### src/rtl/wb_initiator.sv
// Single-outstanding Wishbone initiator: one valid/ready command becomes one
// classic-pipelined bus cycle, finished by a one-cycle response or a timeout.
module wb_initiator #(
  parameter int unsigned TIMEOUT = 16
) (
  input  logic        wb_clk_i,
  input  logic        wb_rst_i,
  input  logic        cmd_valid,
  output logic        cmd_ready,
  input  logic        cmd_we,
  input  logic [31:0] cmd_adr,
  input  logic [31:0] cmd_dat,
  output logic        rsp_valid,
  output logic        rsp_err,
  output logic [31:0] rsp_dat,
  output logic        wbm_cyc_o,
  output logic        wbm_stb_o,
  output logic        wbm_we_o,
  output logic [31:0] wbm_adr_o,
  output logic [31:0] wbm_dat_o,
  output logic [3:0]  wbm_sel_o,
  input  logic        wbm_ack_i,
  input  logic        wbm_sta_i,
  input  logic [31:0] wbm_dat_i
);

  // state  | meaning
  // S_IDLE | ready for a command
  // S_REQ  | cyc+stb asserted, waiting for the slave to take the request
  // S_WAIT | request taken, cyc held until ack or timeout
  // S_RESP | one-cycle response pulse
  typedef enum logic [1:0] {S_IDLE, S_REQ, S_WAIT, S_RESP} state_t;

  localparam logic [15:0] TMO_LOAD = 16'(TIMEOUT - 1);

  state_t      r_state;
  state_t      w_state_nxt;
  logic [15:0] r_tmo_cnt;
  logic        r_we;
  logic [31:0] r_adr;
  logic [31:0] r_dat;
  logic        r_rsp_err;
  logic [31:0] r_rsp_dat;
  logic        w_accept;
  logic        w_complete;
  logic        w_expire;
  logic        w_tmo_tc;
  logic        w_active;

  assign w_tmo_tc = (r_tmo_cnt == 16'd0);

  always_ff @(posedge wb_clk_i) begin
    if (wb_rst_i) begin
      r_state <= S_IDLE;
    end else begin
      r_state <= w_state_nxt;
    end
  end

  always_comb begin
    w_state_nxt = r_state;
    cmd_ready   = 1'b0;
    wbm_cyc_o   = 1'b0;
    wbm_stb_o   = 1'b0;
    rsp_valid   = 1'b0;
    w_accept    = 1'b0;
    w_complete  = 1'b0;
    w_expire    = 1'b0;
    w_active    = 1'b0;
    case (r_state)
      S_IDLE: begin
        cmd_ready = 1'b1;
        if (cmd_valid) begin
          w_accept    = 1'b1;
          w_state_nxt = S_REQ;
        end
      end
      S_REQ: begin
        wbm_cyc_o = 1'b1;
        wbm_stb_o = 1'b1;
        w_active  = 1'b1;
        // An ack in the terminal cycle still counts as a normal completion.
        if (wbm_ack_i) begin
          w_complete  = 1'b1;
          w_state_nxt = S_RESP;
        end else if (w_tmo_tc) begin
          w_expire    = 1'b1;
          w_state_nxt = S_RESP;
        end else if (!wbm_sta_i) begin
          w_state_nxt = S_WAIT;
        end
      end
      S_WAIT: begin
        wbm_cyc_o = 1'b1;
        w_active  = 1'b1;
        if (wbm_ack_i) begin
          w_complete  = 1'b1;
          w_state_nxt = S_RESP;
        end else if (w_tmo_tc) begin
          w_expire    = 1'b1;
          w_state_nxt = S_RESP;
        end
      end
      S_RESP: begin
        rsp_valid   = 1'b1;
        w_state_nxt = S_IDLE;
      end
      default: w_state_nxt = S_IDLE;
    endcase
  end

  always_ff @(posedge wb_clk_i) begin
    if (wb_rst_i) begin
      r_tmo_cnt <= 16'd0;
      r_we      <= 1'b0;
      r_adr     <= 32'd0;
      r_dat     <= 32'd0;
      r_rsp_err <= 1'b0;
      r_rsp_dat <= 32'd0;
    end else begin
      if (w_accept) begin
        r_we      <= cmd_we;
        r_adr     <= cmd_adr;
        r_dat     <= cmd_dat;
        r_tmo_cnt <= TMO_LOAD;
      end else if (w_active && !w_tmo_tc) begin
        r_tmo_cnt <= r_tmo_cnt - 16'd1;
      end
      if (w_complete) begin
        r_rsp_err <= 1'b0;
        r_rsp_dat <= r_we ? 32'd0 : wbm_dat_i;
      end else if (w_expire) begin
        r_rsp_err <= 1'b1;
        r_rsp_dat <= 32'd0;
      end
    end
  end

  assign wbm_we_o  = r_we;
  assign wbm_adr_o = r_adr;
  assign wbm_dat_o = r_dat;
  assign wbm_sel_o = {4{wbm_stb_o}};
  assign rsp_err   = r_rsp_err;
  assign rsp_dat   = r_rsp_dat;

endmodule

### config.mk
export PLATFORM = sky130hd
export DESIGN_NAME = wb_initiator
export DESIGN_NICKNAME = d
export VERILOG_FILES = /design/src/rtl/wb_initiator.sv
export SDC_FILE = /design/constraint.sdc
export NUM_CORES = 1
export LEC_CHECK = 0
export ABC_AREA = 0
export CORE_UTILIZATION = 25
export DETAILED_ROUTE_END_ITERATION = 12
export HOLD_SLACK_MARGIN = 0.08
export PLACE_DENSITY = 0.56
export SLEW_MARGIN = 40
export SYNTH_ARGS = -nofsm -noshare
export SYNTH_HDL_FRONTEND = slang
export SYNTH_SLANG_ARGS = --single-unit
### constraint.sdc
create_clock -name wb_clk_i -period 2.2 [get_ports wb_clk_i]
set_input_delay 0.22 -clock wb_clk_i [delete_from_list [all_inputs] [get_ports wb_clk_i]]
set_output_delay 0.22 -clock wb_clk_i [all_outputs]
set_load 0.02 [all_outputs]
After elaboration in Yosys (flattened, before gate mapping) --
Cells that the tools add are included. Widths: inputs -> output; s select.
Word-level totals: flip-flop bits (word level) 116, bits of input ports 102, logic and storage cells 48, output and inout port bits 106
Cells by class: add/sub/neg operators 1, multiplexer cells 23, equal/unequal tests 6, reductions and logical operators 10
Operators with widths (number):
- $mux 32 | 3
- $logic_not 16->1 | 1
- $sub 16x1->16 const B | 1
- $mux 2 | 6
- $mux 1 | 11
- $mux 4 | 2
- $pmux 2 s4 | 1
- $reduce_or 2->1 | 3
- $eq 2x2->1 const B | 2
- $ne 4x4->1 const B | 1
- $reduce_bool 2->1 | 2
- $ne 3x3->1 const B | 1
- $reduce_and 3->1 | 1
- $eq 2x1->1 const B | 1
- $logic_not 2->1 | 1
- $ne 2x2->1 const B | 1
- $logic_and 1x1->1 | 1
- $logic_not 1->1 | 1

Depth between registers and ports, before layout --
depth after elaboration 6, mapped depth 8

Worst setup path after synthesis --
OpenSTA, ideal clock, no wires.
path type reg-to-reg, start point register r_state[0], end point register r_tmo_cnt[13], library setup time 0.133 ns, data arrival time 2.142 ns, cell stages (with the launch flop) 8, setup slack -0.075 ns, cells stage by stage dfxtp_1 -> inv_1 -> ha_1 -> buf_1 -> nor4b_1 -> o311ai_0 -> o211ai_1 -> o31ai_1
Between the ends: longest elaborated chain between the ends 4, elaborated cells on any way between the ends 8
RTL lines:
- start, declared | line 36 | state_t r_state;
- start signal, assigned | line 56 | r_state <= w_state_nxt;
- $eq 2x2->1 or $eq 2x1->1 (tied branches)
- $reduce_or 2->1 (no line) (*)
- $mux 1 (*)
- net wbm_cyc_o | line 16 | output logic wbm_cyc_o,
- $logic_and 1x1->1 (*) | line 126 | end else if (w_active && !w_tmo_tc) begin
- end signal, assigned | line 127 | r_tmo_cnt <= r_tmo_cnt - 16'd1;
- end, declared | line 38 | logic [15:0] r_tmo_cnt;
The timed path passes the listed nets; every way through them passes the cells marked *. A chain may end at the register's enable or synchronous reset.

Worst setup path in the final report --
start point register r_state[1], end point register r_tmo_cnt[14]
Between the ends: longest elaborated chain between the ends 4, elaborated cells on any way between the ends 8
RTL lines:
- $eq 2x2->1 or $eq 2x1->1 (tied branches) | line 70 | case (r_state)
- $reduce_or 2->1 (no line)
- $mux 1 | line 70
- $logic_and 1x1->1 | line 126
Parallel ways exist; a longest one is shown, timed or not.

==> impl_metrics.toml <==
[status]
status = "complete, no violations"

[layout]
drive_gt1_frac = 0.105
syn_to_final_growth_pct = 68.1
most-common-layout-cells = "clkdlybuf4s50_1, nand2_1, dfxtp_1"
seq_area_sq_um = 2320
instances_no_fill = 948
antenna_cells = 0
multiInputGateArea_sq_um = 1940
nFillCells = 1683
final_nets = 817
final_common_cell = "clkdlybuf4s50_1"

[clock_tree]
cts_tree = "yes"
cts.sinks = 116
ctsHoldBuffers = 0
clkLatencyLatePin_ns = 0.41
clkTransAtPathRegs_ns = 0.05
cts.path.max_buffers = 2
cts_inserted_buffers = 17
cts-root-buf = "clkbuf_16"
htreeDepth = 4

[route]
wirelength_mm = 14.3
drt.antenna.violating_nets = 0
wl_per_cell_microns = 15.0
first_pass_iters = 4
initialDrtViolationCount = 199
routed_via_density = 4.71
route.detailed.drc = 0
num_vias = 4464

[setup_path]
critPathArrivalTime_ns = 2.41
path_depth = 6
cp_max_fo = 5
critPathSlowestCell = "or4b_2"
path_delay_family = "simple AND/OR/NAND/NOR gates"
cp_data_required_time_ns = 2.53
path_class = "reg -> reg"
crit_path_start = "r_state[1]$_SDFFE_PP0P_"
worst-path-buf-inv = 1
crit_chain = "inv_1, ha_2, nand3b_1, nor2_1, or4b_2, a21oi_1"
timing.rr.start = "r_state[1]$_SDFFE_PP0P_"
critPathMaxStageDelay_ns = 0.61
worst-r2r-setup-slack_ns = 0.12
rr_worst_depth = 6
startpoint_type = "flip-flop"
worstSetupEndpointType = "flip-flop"

[floorplan]
die_x_microns = 135
die_area_sq_um = 18400
core-area_sq_um = 17400
pin_count = 208
rows = 48
fp.dieH_microns = 135
start_util = 0.257

[pwr]
leakage_uw = 0.00275
ir_worst_vdd_mv = 0.492
powerDensity_nw_per_um2 = 1270

[yosys]
synth.area.top_cells = "dfxtp_1, nand2_1, a21oi_1"
syn_inst = 502
yosysSeqAreaShare = 0.521
synth_warnings = 0
synthesis.nets = 609
synth_edf_count = 0
synthArstFlopShare = 0
synthFlopType = "dfxtp_1"
synth_area_per_cell_sq_um = 8.87
ys_ff_latch = 116
syn-cell-area_sq_um = 4450
synth_top_cell_area_share = 0.521
synthDistinctLibCells = 44
synth_area_leader_cell = "dfxtp_1"

[place]
place_congestion = 0.823
portBuffers = 207
place_ws_ns = -0.0439
dp_cells = 916
hpwl_mm = 10.2

[sta]
finalSetupTns_ns = 0
finalCriticalPeriod_ns = 2.08
fin_ws_ns = 0.124
relSlewSlack = 0.603
setup_viol = 0
rsz0062_at_grt = "false"
finalMaxSlewViolations = 0
tightest_slew_ns = 0.595
worst_clock_skew_ns = 0.00956
fmax_mhz = 482
min_period_over_period = 0.944
final_hold_viol_count = 0

[hold_path]
worstHoldPathType = "in -> reg"
min_from = "wb_rst_i"
hold-path-cell-count = 4

[global_routing]
grt_pass1_wl_mm = 22.6
grt_antenna_before_repair = 0
grt_pass1_vias = 4415
overflow = 0
grt_max_degree = 56
track_usage = 0.159

[flow_run]
drv_cap = 0
## logic make-up (layout without fill, tap and decap cells)
group | count (synthesis) | count (layout) | share of synthesized area
AOI/OAI and AO/OA | 136 | 136 | 0.206
and+or+nand+nor | 196 | 196 | 0.205
muxes | 2 | 2 | 0.00449
DFF | 116 | 116 | 0.521
buffers and inverters | 47 | 268 | 0.0489
adders and majority gates | 5 | 5 | 0.0140
## flip-flops by register name (all words and copies together), names as in the netlist
signal     cells
r_tmo_cnt     16
wbm_we_o       1
wbm_dat_o     32
rsp_dat       32
rsp_err        1
r_state        2
wbm_adr_o     32
## cell type report
type / count / share of cell area
timing repair buffer: 230 / 0.306
clock inverter: 8 / 0.0160
sequential: 116 / 0.310
tap: 225 / 0.0376
multi-input combinational: 339 / 0.259
clock buffer: 24 / 0.0683
inverter: 6 / 0.00301
## worst min-delay path, stage by stage
cell and delay, ns:
buf_2 0.11, inv_2 0.12, nand2_1 0.10, mux2i_1 0.05
## metrics by stage
| stage | util | instance area [sq um] | hold slack (ns) | total power [uW] |
|---|---|---|---|---|
| CTS | 0.431 | 7480 | 0.241 | 9600 |
| global placement | 0.394 | 6840 | 0.441 | 6540 |
| floorplan | - | 4460 | 0.320 | 4990 |
| global route | 0.432 | 7490 | 0.267 | 10100 |
| finish | 0.432 | 7490 | 0.252 | 9500 |
| detailed placement | 0.394 | 6840 | 0.447 | 6630 |
## timing repair
| item | 4_1_cts | 5_1_grt |
|---|---|---|
| resized for setup | 3 | 4 |
| pin swaps | 0 | 1 |
| setup endpoints to repair | 16 | 40 |
| setup buffers | 0 | 0 |
## synthesized netlist by cell type (all sizes together) (3+ instances only)
cell type,n
a211oi,4
a21oi,78
a32o,32
buf,14
clkbuf,27
dfxtp,116
ha,5
inv,6
nand2,140
nand2b,5
nand3,3
nor2,10
nor3,4
nor4,6
o31ai,8
o41ai,3
or4,10
## worst paths after layout
kind	to
max	r_tmo_cnt[14]$_SDFFE_PP0P_
min	r_state[1]$_SDFFE_PP0P_
max reg2reg	r_tmo_cnt[14]$_SDFFE_PP0P_
min reg2reg	wbm_dat_o[7]$_SDFFE_PP0P_
## per-layer routing
| metal | wire length, microns | up-vias | global-route usage |
|---|---|---|---|
| met5 | 0 | - | 0 |
| li1 | - | 2200 | - |
| met3 | 793 | 12 | 0.0546 |
| met2 | 7490 | 115 | 0.270 |
| met1 | 5800 | 2137 | 0.182 |
| met4 | 182 | 0 | 0.0593 |
## report_power, final
group	leakage [uW]	total, uW	switching (uW)	internal, uW
logic	0.00149	3860	2140	1720
clock network	0.000308	2890	939	1960
registers	0.000949	2750	240	2510
total	0.00275	9500	3320	6180
Note: power is estimated with default switching activity, not from simulation.
